## src/rtl/ram8_scan_pkg.sv

```systemverilog
// Shared definitions for the ram8_scan block:
// FSM encoding and dwell-counter sizing.
package ram8_scan_pkg;

   typedef enum logic {
      IDLE = 1'b0,
      SCAN = 1'b1
   } scan_state_e;

   localparam int DWELL_MAX = 15;
   localparam int DWELL_W   = 4;

endpackage

```

## src/rtl/Mux8Way16.sv

```systemverilog
// 8-way, 16-bit combinational selector used on the bank read path.
module Mux8Way16 (
   input  logic [15:0] a,
   input  logic [15:0] b,
   input  logic [15:0] c,
   input  logic [15:0] d,
   input  logic [15:0] e,
   input  logic [15:0] f,
   input  logic [15:0] g,
   input  logic [15:0] h,
   input  logic [2:0]  sel,
   output logic [15:0] out
);

   always_comb begin
      out = a;
      case (sel)
         3'd0: out = a;
         3'd1: out = b;
         3'd2: out = c;
         3'd3: out = d;
         3'd4: out = e;
         3'd5: out = f;
         3'd6: out = g;
         3'd7: out = h;
         default: out = a;
      endcase
   end

endmodule

```

## src/rtl/ram8_bank.sv

```systemverilog
// Eight 16-bit registers with a single write port.
// All entries flatten to eight outputs for the read mux.
module ram8_bank (
   input  logic        clock,
   input  logic        reset_n,
   input  logic        load,
   input  logic [2:0]  waddr,
   input  logic [15:0] in,
   output logic [15:0] r0,
   output logic [15:0] r1,
   output logic [15:0] r2,
   output logic [15:0] r3,
   output logic [15:0] r4,
   output logic [15:0] r5,
   output logic [15:0] r6,
   output logic [15:0] r7
);

   logic [15:0] bank_q [8];
   logic [15:0] bank_d [8];

   always_comb begin
      for (int i = 0; i < 8; i++) begin
         bank_d[i] = bank_q[i];
      end
      if (load) begin
         bank_d[waddr] = in;
      end
   end

   always_ff @(posedge clock or negedge reset_n) begin
      if (!reset_n) begin
         for (int i = 0; i < 8; i++) begin
            bank_q[i] <= 16'h0000;
         end
      end else begin
         for (int i = 0; i < 8; i++) begin
            bank_q[i] <= bank_d[i];
         end
      end
   end

   assign r0 = bank_q[0];
   assign r1 = bank_q[1];
   assign r2 = bank_q[2];
   assign r3 = bank_q[3];
   assign r4 = bank_q[4];
   assign r5 = bank_q[5];
   assign r6 = bank_q[6];
   assign r7 = bank_q[7];

endmodule

```

## src/rtl/ram8_scan.sv

```systemverilog
// Register bank with a scanning read pointer: in SCAN the pointer
// dwells DWELL cycles per entry and steps 0..7 cyclically.
module ram8_scan
   import ram8_scan_pkg::*;
#(
   parameter int DWELL = 1
) (
   input  logic        clock,
   input  logic        reset_n,
   input  logic        load,
   input  logic [2:0]  waddr,
   input  logic [15:0] in,
   input  logic        start,
   input  logic        stop,
   input  logic        ptr_load,
   input  logic [2:0]  ptr_in,
   output logic [2:0]  sel,
   output logic [15:0] out,
   output logic        valid,
   output logic        wrap
);

   // Out-of-range DWELL is clamped so the counter width always suffices.
   localparam int DWELL_C = (DWELL < 1) ? 1 : ((DWELL > DWELL_MAX) ? DWELL_MAX : DWELL);
   localparam logic [DWELL_W-1:0] DWELL_LAST = DWELL_W'(DWELL_C - 1);

   logic [15:0] r0, r1, r2, r3, r4, r5, r6, r7;

   scan_state_e        state_q, state_d;
   logic [2:0]         sel_q, sel_d;
   logic [DWELL_W-1:0] dwell_q, dwell_d;
   logic               valid_q, valid_d;
   logic               wrap_q, wrap_d;
   logic               advance;

   ram8_bank u_bank (
      .clock   (clock),
      .reset_n (reset_n),
      .load    (load),
      .waddr   (waddr),
      .in      (in),
      .r0      (r0),
      .r1      (r1),
      .r2      (r2),
      .r3      (r3),
      .r4      (r4),
      .r5      (r5),
      .r6      (r6),
      .r7      (r7)
   );

   Mux8Way16 u_mux (
      .a   (r0),
      .b   (r1),
      .c   (r2),
      .d   (r3),
      .e   (r4),
      .f   (r5),
      .g   (r6),
      .h   (r7),
      .sel (sel_q),
      .out (out)
   );

   // Advance is judged on the current state, so a stop arriving with a
   // pending advance still lets that final step happen.
   assign advance = (state_q == SCAN) && (dwell_q == DWELL_LAST);

   always_comb begin
      state_d = state_q;
      sel_d   = sel_q;
      dwell_d = dwell_q;
      wrap_d  = 1'b0;

      if (stop) begin
         state_d = IDLE;
      end else if (start) begin
         state_d = SCAN;
      end

      if (ptr_load) begin
         sel_d   = ptr_in;
         dwell_d = '0;
      end else if (advance) begin
         sel_d   = sel_q + 3'd1;
         dwell_d = '0;
         wrap_d  = (sel_q == 3'd7);
      end else if (state_q == SCAN) begin
         dwell_d = dwell_q + 1'b1;
      end

      valid_d = (state_d == SCAN);
   end

   always_ff @(posedge clock or negedge reset_n) begin
      if (!reset_n) begin
         state_q <= IDLE;
         sel_q   <= 3'd0;
         dwell_q <= '0;
         valid_q <= 1'b0;
         wrap_q  <= 1'b0;
      end else begin
         state_q <= state_d;
         sel_q   <= sel_d;
         dwell_q <= dwell_d;
         valid_q <= valid_d;
         wrap_q  <= wrap_d;
      end
   end

   assign sel   = sel_q;
   assign valid = valid_q;
   assign wrap  = wrap_q;

endmodule

```

## config.mk

```make
export PLATFORM = sky130hd
export DESIGN_NAME = ram8_scan
export DESIGN_NICKNAME = d
export VERILOG_FILES = /design/src/rtl/ram8_scan_pkg.sv /design/src/rtl/Mux8Way16.sv /design/src/rtl/ram8_bank.sv /design/src/rtl/ram8_scan.sv
export SDC_FILE = /design/constraint.sdc
export NUM_CORES = 1
export LEC_CHECK = 0
export CORE_ASPECT_RATIO = 0.6
export CORE_MARGIN = 4
export CORE_UTILIZATION = 55
export CTS_CLUSTER_DIAMETER = 100
export DETAILED_ROUTE_END_ITERATION = 12
export MAX_ROUTING_LAYER = met4
export PLACE_DENSITY = 0.74
export SLEW_MARGIN = 15
export SYNTH_ARGS = -nofsm -noshare
export SYNTH_HDL_FRONTEND = slang
export SYNTH_SLANG_ARGS = --single-unit
```

## constraint.sdc

```tcl
create_clock -name clock -period 4 [get_ports clock]
set_input_delay 0.4 -clock clock [delete_from_list [all_inputs] [get_ports clock]]
set_output_delay 0.4 -clock clock [all_outputs]
set_load 0.1 [all_outputs]
```

Yosys cells after proc, flatten, opt, wreduce, memory -nomap -nowiden
Index checks and enable logic that the tools add are counted.

word-level totals
  word-level logic and storage cells = 44
  output and inout port bits = 21
  flip-flop bits (word level) = 137

cells by class
  equal/unequal tests = 7
  add/sub/neg operators = 2
  magnitude comparators = 2
  reduce and logical (&&, ||, !) cells = 7
  muxes and demuxes = 13
  bitwise gates (word level) = 1

operators by type and width
  kind                                                        count
  bitwise mux 128 bit                                         1
  one-hot mux 16 bit (8 select lines)                         1
  demux 16 bit (select 3 bit)                                 1
  two-way mux 16 bit                                          1
  equality test 3 bit, second input constant                  4
  two-way mux 4 bit                                           3
  equality test 3 x 2 -> 1 bit, second input constant         2
  two-way mux 3 bit                                           2
  adder 4 x 1 -> 4 bit, second input constant                 1
  >= comparator 4 bit, second input constant                  1
  zero test 4 bit                                             1
  less-than comparator 4 x 1 -> 1 bit, second input constant  1
  two-way mux 1 bit                                           4
  NOT 3 -> 4 bit                                              1
  nonzero test 2 bit                                          2
  adder 3 x 1 -> 3 bit, second input constant                 1
  equality test 3 x 1 -> 1 bit, second input constant         1
  zero test 3 bit                                             1
  nonzero test 3 bit                                          1
  logical AND 1 bit                                           2

Depth between registers and ports, before layout
Gate-level depths: netlist of the first run.

  word-level depth = 6
  gate-level depth with buffers = 11
  depth with buffers taken out = 5

Modules after synthesis
Synthesis of the first run repeated with hierarchy kept, for this count alone.

second synthesis, totals
  cells, all modules = 497
  area, all modules = 6485.0 um^2

by module, submodules not included
  module     area an instance (um^2)  times used  cells an instance  sequential area each (um^2)
  ram8_bank  4914.7                   1           279                3203.1
  Mux8Way16  1114.8                   1           177                0.0
  ram8_scan  455.4                    1           41                 225.2

Least setup slack after synthesis of the first run
OpenSTA, ideal clock, no wires.

  path type = register to output
  start = register sel_q[2], in the netlist sel[2]
  end = output out[15]
  arrival = 4.620 ns
  data required time = 3.600 ns
  path buffers = 5
  cell stages (with the launch flop) = 11
  slack = -1.020 ns
  cells stage by stage = dfrtp_1 -> clkbuf_1 -> clkbuf_1 -> inv_1 -> ha_1 -> clkbuf_1 -> or4_1 -> buf_2 -> or2_1 -> buf_6 -> a41oi_1

on the way
  longest elaborated chain between the ends = 2
  elaborated cells between the ends (all ways) = 9
  those cells by class = eq/ne: 7; mux: 1; reduce/logical: 1

ends and longest elaborated chain
  element                                      RTL line          text
  start: declaration                           ram8_scan.sv:30   logic [2:0] sel_q, sel_d;
  start signal: assignment                     ram8_scan.sv:104  sel_q <= sel_d;
  equality test 3 bit (tied with other cells)  Mux8Way16.sv:17   case (sel)
  one-hot mux 16 bit (8 select lines) *        Mux8Way16.sv:17
  end: declaration                             ram8_scan.sv:18   output logic [15:0] out,

Every way passes the cells marked *; elsewhere a longest branch is shown, timed or not.

Worst setup path after layout of the first run
  start = register sel_q[0], in the netlist sel[0]
  end = output out[15]

The elaborated chain is that of the path after synthesis.

==> results summary, run 1 <==
For the pin with the worst max-slew slack, the measured transition is 1116 ps. In this run the tightest slew margin relative to its limit is 0.2461. The number of enable flip-flop cells after synthesis came out at 0.

The average instance in the mapped netlist occupies between 10 and 15 um2. The most frequently used cell type in the post-synthesis netlist is sky130_fd_sc_hd__mux2_2. The worst-case clock buffer depth is 2. The TritonCTS clock tree is yes.

The finished cells cover 7973 um2. The count of unique library cells instantiated by Yosys is 30. The initial antenna violation count is 0. Setup repair after global routing left no endpoint under its margin.

The top-area cell type share of the netlist area came out at 0.5433. The achievable clock frequency is 267.9 MHz. The total clock sinks is 137. The length in cells of the worst reg-to-reg path is 5. The arrival time at the worst endpoint came out at 3330 ps. The die span in y is around 90 um. The flop-to-flop setup slack is between 1500 and 2000 ps. The floorplan step defined a die boundary enclosing 13310 um2. The number of ports placed on the die boundary is 49. The maximum number of pins on one net before global-route repair is 89. The detailed-router iteration count before antenna repair came out at 5. The count of buffers inserted at the top-level ports is 48. The time the worst path needs with I/O delays and setup is roughly 3700 ps. The reported leakage power is between 3 and 4 nW. Along the worst path, the maximum fanout reaches 17. The total number of placement rows is 29.

The width of the die is between 100 and 150 um. For the worst setup path, the data required time is 3600 ps. The H-tree depth is 4.

The number of synthesis warnings came out at 0. IR analysis of the VDD net gives a maximum drop of 0.0004318 V. After global routing the overflow that remains totals 0. For this block, the initial DRC count from the detailed router was 308.

The first global-routing pass estimated between 20000 and 25000 um of wire. The post-synthesis sequential area ratio is 0.5433. The most critical setup path has its startpoint at sel[0]$_DFFE_PN0P_. The post-cts gate resize count came out at 0. Following the worst setup path forward leads to its endpoint at out[15]. The total CTS buffers came out at 17. The number of hold-slack violations in the final timing report came out at 0.

The number of synthesized register bits came out at 137. The number of global-route vias before repair is 4430. The path class of the lowest-slack min-delay path is input pin to asynchronous set/reset pin.

The hold buffer count at CTS came out at 0. After synthesis, the cell types taking the most area are sky130_fd_sc_hd__dfrtp_1 (54%), sky130_fd_sc_hd__mux2_2 (26%), sky130_fd_sc_hd__a41oi_2 (2.6%). The number of failing setup endpoints in the final timing report came out at 0. Among all flip-flop cells after synthesis, the most frequent one is sky130_fd_sc_hd__dfrtp_1. Once detail routing completed, the nets flagged for antenna violations numbered 0. The number of pins with negative max-slew slack in the final report came to 0.

The critical path crosses 8 cells after its start point. In the final routing, the length of wire on met1 measures 7019 um. The flow ran to the end, and the final reports show no timing, DRC or antenna violations. The maximum single-stage delay on the critical path is 520 ps. The number of nets produced by synthesis came out at 499. The share of the cycle needed by the critical path after routing is 0.9332. The number of buffers and inverters on the critical path is 3.

The area growth from synthesis to final layout came out at 26.35%. The fraction of layout instances using a drive strength above 1 came out at 0.4470. The number of setup buffers added after CTS is 0. In the routed design, unresolved DRC markers number 0. In this run the critical register-to-register path is launched from dwell_q[0]$_DFFE_PN0P_.

The number of antenna repair diodes is 0. The final net count came out at approximately 550. Signal routing reaches up to met4. The dominant delay contributor by cell family on the critical path is simple AND/OR/NAND/NOR gates. The synthesized instance count came out at 463. The later-pin clock latency in the skew report came out at about 420 ps.

The final worst clock skew is 1.990 ps. For this run, asynchronously set or reset flops after synthesis account for 1.000. Routability-driven placement finished with a final weighted congestion of 0.8017. The detailed-route via count is 4121. The number of maximum-capacitance violations is 0. The detailed-route vias per instance is 6.178. The worst setup path is launched from a register.

Once detailed placement completed, the half-perimeter wirelength came to 9304 um. The core region area is 10890 um2. The total cell area at the placement stage came out at 7297 um2.

For this design, the slowest cell found on the critical path is sky130_fd_sc_hd__or4_1. The average wire length per cell after detail routing came out at ~23 um. Summed over all instances, the cell type with the most area after synthesis is sky130_fd_sc_hd__dfrtp_1.

The critical path goes through ha_1, ha_1, or4_1, buf_4, or2_1, buf_4, a41oi_4, buf_12. The power density normalized to cell area came out at 688.0 nW/um2. The end of the worst register-to-register path is sel[2]$_DFFE_PN0P_. The amount of wire on met3 after detailed routing is 813 um. The routed design uses 7254 um of met2 wire. The synthesized cell area is 6310 um2. For this configuration, the core starts out at a cell density of 0.5797. Sorting the synthesized cells by how often they occur yields sky130_fd_sc_hd__mux2_2 (145), sky130_fd_sc_hd__dfrtp_1 (137), sky130_fd_sc_hd__nand2_1 (37). The cell sitting at the root of the clock tree is a sky130_fd_sc_hd__clkbuf_16.

The worst setup path is of the register to output port kind. For the final routed database, the setup TNS stands at 0 ps. In the global route stage, overall resource usage came out at 0.2474.

The total routed wirelength came out at 15170 um. STA classifies the critical path endpoint as an output port. The clock transition time at the flip-flop clock pins of the worst setup and hold paths came out at 60 ps.
## registers in the layout (all words and copies together) (netlist names), 4 cells and up
name	count
u_bank.r3	16
u_bank.r7	16
u_bank.r2	16
u_bank.r1	16
u_bank.r4	16
u_bank.r5	16
dwell_q	4
u_bank.r0	16
u_bank.r6	16
## through the flow
| step | std cells | utilization | hold slack, ps | worst slack [ps] | power (W) |
|---|---|---|---|---|---|
| 6_report | 667 | 0.7324 | 51.66 | 267.0 | 0.005485 |
| 5_1_grt | 667 | 0.7324 | 110.0 | 154.7 | 0.005690 |
| 4_1_cts | 667 | 0.7321 | 235.2 | 234.2 | 0.005514 |
| 3_5_place_dp | 635 | 0.6703 | 487.8 | 681.3 | 0.003737 |
| 3_3_place_gp | 635 | 0.6703 | 481.2 | 755.3 | 0.003683 |
| 2_1_floorplan | 463 | - | 104.4 | 21.22 | 0.003139 |
## per-layer routing
metal  GRT usage  vias up
met5           -        -
met4     0.05634        0
met3     0.06269        8
met2      0.3859      129
met1      0.3317     2158
li1            -     1826
## worst register-to-register path: cells and delay by family (launching register included)
family / cells / cell delay [ps]
AOI/OAI and AO/OA: 1 / 130
adders and majority gates: 1 / 140
and+or+nand+nor: 1 / 940
buffers and inverters: 1 / 80
muxes: 1 / 420
DFF: 1 / 420
## worst min-delay path by stage
| stage | from | endpoint | depth (start not counted) | slack [ps] |
|---|---|---|---|---|
| finish | reset_n | sel[0]$_DFFE_PN0P_ | 1 | 50 |
| global route | reset_n | sel[0]$_DFFE_PN0P_ | 1 | 110 |
| CTS | reset_n | dwell_q[0]$_DFFE_PN0P_ | 1 | 240 |
| detailed placement | u_bank.r5[0]$_DFFE_PN0P_ | u_bank.r5[0]$_DFFE_PN0P_ | 1 | 490 |
| global placement | u_bank.r5[14]$_DFFE_PN0P_ | u_bank.r5[14]$_DFFE_PN0P_ | 1 | 480 |
| floorplan | reset_n | dwell_q[0]$_DFFE_PN0P_ | 0 | 100 |
## final cells by class
cell class / instances / area [um2]
Multi-Input combinational cell: 285 / 2867
Tap cell: 139 / 173.9
Sequential cell: 137 / 3430
Fill cell: 722 / 2913
Clock inverter: 11 / 191.4
Timing Repair Buffer: 69 / 812.0
Inverter: 5 / 18.77
Clock buffer: 21 / 480.5
## cells by family after synthesis
group	after synthesis	synth area share
multiplexers	147	0.2619
flip-flops	137	0.5433
AND/OR/NAND/NOR	75	0.06009
AO/OA/AOI/OAI	51	0.08408
buffers and inverters	41	0.02915
adder cells (fa/ha/maj)	8	0.01586
XOR/XNOR	4	0.005553
## where the power goes
part           switching (W)  internal, W  total (W)
sequential          0.000162      0.00168    0.00184
combinational        0.00111     0.000774    0.00188
clock               0.000588      0.00117    0.00176
## layout by cell type (no fill, tap or decap), types with 2 or more instances in the layout
cell type	netlist	routed
sky130_fd_sc_hd__a222oi_1	16	16
sky130_fd_sc_hd__a22o_1	16	16
sky130_fd_sc_hd__a41oi_2	10	5
sky130_fd_sc_hd__a41oi_4	0	11
sky130_fd_sc_hd__buf_12	0	17
sky130_fd_sc_hd__buf_4	0	20
sky130_fd_sc_hd__bufinv_16	0	5
sky130_fd_sc_hd__clkbuf_16	0	17
sky130_fd_sc_hd__clkbuf_8	0	4
sky130_fd_sc_hd__clkdlybuf4s50_1	0	31
sky130_fd_sc_hd__clkinv_2	0	2
sky130_fd_sc_hd__clkinvlp_4	0	3
sky130_fd_sc_hd__dfrtp_1	137	136
sky130_fd_sc_hd__ha_1	8	8
sky130_fd_sc_hd__inv_1	5	5
sky130_fd_sc_hd__mux2_2	145	145
sky130_fd_sc_hd__mux2i_1	2	2
sky130_fd_sc_hd__nand2_1	37	37
sky130_fd_sc_hd__nand4_1	2	2
sky130_fd_sc_hd__nand4b_1	3	3
sky130_fd_sc_hd__nor2_1	4	4
sky130_fd_sc_hd__nor3_1	18	18
sky130_fd_sc_hd__nor3_2	2	2
sky130_fd_sc_hd__nor3b_2	2	2
sky130_fd_sc_hd__o21ai_0	3	3
sky130_fd_sc_hd__xnor2_1	2	2
sky130_fd_sc_hd__xor2_1	2	2
Power figures use the tool's default switching activity.
==> run 2, diff against run 1 <==
--- a/config.mk
+++ b/config.mk
@@ -9,9 +9,11 @@
 export CORE_MARGIN = 4
 export CORE_UTILIZATION = 55
 export CTS_CLUSTER_DIAMETER = 100
+export CTS_CLUSTER_SIZE = 25
 export DETAILED_ROUTE_END_ITERATION = 12
 export MAX_ROUTING_LAYER = met4
 export PLACE_DENSITY = 0.74
+export SKIP_LAST_GASP = 1
 export SLEW_MARGIN = 15
 export SYNTH_ARGS = -nofsm -noshare
 export SYNTH_HDL_FRONTEND = slang
==> results of run 2 <==
Same layout as run 1: the final DEF is identical, and so are final timing and power.
==> run 3, diff against run 2 <==
--- a/config.mk
+++ b/config.mk
@@ -7,12 +7,12 @@
 export LEC_CHECK = 0
 export CORE_ASPECT_RATIO = 0.6
 export CORE_MARGIN = 4
-export CORE_UTILIZATION = 55
+export CORE_UTILIZATION = 45
 export CTS_CLUSTER_DIAMETER = 100
 export CTS_CLUSTER_SIZE = 25
 export DETAILED_ROUTE_END_ITERATION = 12
 export MAX_ROUTING_LAYER = met4
-export PLACE_DENSITY = 0.74
+export PLACE_DENSITY = 0.62
 export SKIP_LAST_GASP = 1
 export SLEW_MARGIN = 15
 export SYNTH_ARGS = -nofsm -noshare
==> constraint.sdc (replaced) <==
create_clock -name clock -period 4 [get_ports clock]
set_input_delay 0.4 -clock clock [delete_from_list [all_inputs] [get_ports clock]]
set_output_delay 0.4 -clock clock [all_outputs]
set_load 0.02 [all_outputs]
==> results summary, run 3 (same netlist as run 1, synthesis figures left out) <==
The count of buffers inserted at the top-level ports is 48 (unchanged). The number of ports placed on the die boundary came out at 49 (unchanged). The width of the die came out at 160.9 um (+10%). The global placer's final weighted congestion is 0.7197 (-10%). In the layout the commonest cells are sky130_fd_sc_hd__mux2_2 (145), sky130_fd_sc_hd__dfrtp_1 (137), sky130_fd_sc_hd__clkdlybuf4s50_1 (47), sky130_fd_sc_hd__nand2_1 (37), sky130_fd_sc_hd__buf_4 (21). The number of nets with antenna violations after detailed routing was 0 (unchanged). The clock transition time at the flip-flop clock pins of the worst setup and hold paths was 60 ps (about the same). The headroom to the max-slew limit came out at 0.1969 (-0.04923).

The average wire length per cell after detail routing is 21.01 um (-7.6%). The starting DRC count in detailed routing is 316 (+2.6%). The final net count is 551 (unchanged).

The placed wire-length estimate came out at 9355 um (+0.54%). The number of failing setup endpoints in the final timing report was 0 (unchanged). The length in cells of the worst reg-to-reg path came out at 5 (unchanged). The final worst clock skew came out at 1.067 ps (-0.9229 ps). The maximum number of pins on one net before global-route repair is 111 (+25%). The detailed-route via count came out at 4124 (+0.073%).

The worst supply voltage drop on vdd is 0.0002657 V (-38%). The total routed wirelength is 15130 um (-0.28%). The sum of negative setup slack came out at 0 ps (unchanged). The arrival time at the worst endpoint is 3300 ps (-30 ps). The min-delay analysis places its worst path in the category input pin to asynchronous set/reset pin. The number of maximum-capacitance violations came out at 0 (unchanged).

The time the worst path needs with I/O delays and setup is 3702 ps (-30.70 ps). The detailed-router iteration count before antenna repair is 5 (unchanged). The worst setup path is launched from a register. The achievable clock frequency is 270.1 MHz (+0.83%). The most frequent standard cell in the layout excluding fill and tap cells is sky130_fd_sc_hd__mux2_2.

The cell sitting at the root of the clock tree is a sky130_fd_sc_hd__clkbuf_16. The worst setup path is of the register to output port kind. The transition time at the pin with the least slew margin is 1189 ps (+72.85 ps). The global-route wire length before repair came to 24610 um (-0.25%). The largest fanout on the critical path is 17 (unchanged). The total CTS buffers is 17 (unchanged). The data required time at the worst endpoint came out at 3600 ps (about the same). The detailed-route vias per instance came out at 5.728 (-7.3%). The hold slack came out at 103.4 ps (+51.74 ps). The number of antenna repair diodes is 0 (unchanged). The overflow left after global routing is 0 (unchanged). The fraction of layout instances using a drive strength above 1 is 0.4034 (-0.04356). The area growth from synthesis to final layout came out at 21.06%. STA classifies the critical path endpoint as an output port. The DRC violations left is 0 (unchanged). The area of all placed cells without fillers came out at 7639 um2 (-4.2%). The power density normalized to cell area is 593.9 nW/um2 (-14%). The final standard cell utilization of the core came out at 0.5572 (-0.1752). The H-tree depth is 4 (unchanged).

The total global-route track usage is 0.2045 (-0.04294). The total number of placement rows came out at 33 (+14%). The later-pin clock latency in the skew report is 410 ps (about the same). The run finished with clean final reports.

The number of pins with negative max-slew slack in the final report came out at 0 (unchanged). The worst-case clock buffer depth came out at 2 (unchanged). The die span in y came to 99.73 um (+9.6%). TritonCTS built the clock tree.

The core region area is 13710 um2 (+26%). The hold buffer count at CTS came out at 0 (unchanged). The total cell area at the placement stage is 7024 um2 (-3.7%).

Setup repair after global routing left no endpoint under its margin. The total die area is 16040 um2 (+21%). The number of setup buffers added after CTS is 0 (unchanged). The initial antenna violation count came to 0 (unchanged). The number of hold-slack violations in the final timing report came to 0 (unchanged). The reported leakage power is 3.156 nW (-4.2%).

The share of the cycle needed by the critical path after routing is 0.9256 (-0.007675). The post-cts gate resize count was 0 (unchanged). The number of global-route vias before repair came out at 4325 (-2.4%).

The starting utilization of the core area was 0.4603 (-0.1194). The total clock sinks came out at 137 (unchanged).
-- run 3: final timing paths --
| check | startpoint | end | slack (ps) |
|---|---|---|---|
| worst max-delay path | sel[0]$_DFFE_PN0P_ | out[0] | 300 |
| worst min-delay path | reset_n | u_bank.r1[1]$_DFFE_PN0P_ | 100 |
| worst max register to register | dwell_q[0]$_DFFE_PN0P_ | sel[2]$_DFFE_PN0P_ | 1740 |
| worst min register to register | u_bank.r5[2]$_DFFE_PN0P_ | u_bank.r5[2]$_DFFE_PN0P_ | 500 |
| max in group asynchronous | reset_n | u_bank.r7[7]$_DFFE_PN0P_ | 2930 |
| min in group clock | u_bank.r5[2]$_DFFE_PN0P_ | u_bank.r5[2]$_DFFE_PN0P_ | 500 |
-- run 3: per-layer routing --
metal,GRT usage,share of wire,vias to the layer above
met5,-,0,-
met3,0.05135,0.042,12
met4,0.03604,0.0069,0
met1,0.3008,0.52,2186
met2,0.2915,0.43,91
li1,-,-,1835
-- run 3: layout make-up --
type / instances / area, um2
Inverter: 5 / 18.77
Clock buffer: 20 / 466.7
Fill cell: 1143 / 6070
Sequential cell: 137 / 3428
Tap cell: 192 / 240.2
Timing Repair Buffer: 69 / 639.4
Multi-Input combinational cell: 285 / 2698
Clock inverter: 12 / 147.6
-- run 3: critical path: stages, from the launching register on --
cell	delay [ps]
sky130_fd_sc_hd__dfrtp_1	440
sky130_fd_sc_hd__inv_1	110
sky130_fd_sc_hd__ha_1	200
sky130_fd_sc_hd__buf_4	300
sky130_fd_sc_hd__nor2b_1	550
sky130_fd_sc_hd__buf_4	260
sky130_fd_sc_hd__a222oi_1	80
sky130_fd_sc_hd__a41oi_1	280
sky130_fd_sc_hd__clkdlybuf4s50_1	660
-- run 3: through the flow --
| stage | cells | setup WS (ps) | power, W |
|---|---|---|---|
| after global routing | 720 | 65.90 | 0.004755 |
| after floorplan | 463 | 721.5 | 0.002535 |
| after global placement | 688 | 811.4 | 0.002913 |
| final | 720 | 297.7 | 0.004537 |
| after detailed placement | 688 | 763.6 | 0.002952 |
| after CTS | 720 | 260.6 | 0.004573 |
-- run 3: power by group --
group | switching (W) | internal (W)
Combinational | 0.000527 | 0.000572
Sequential | 0.000153 | 0.00168
Clock | 0.000580 | 0.00102
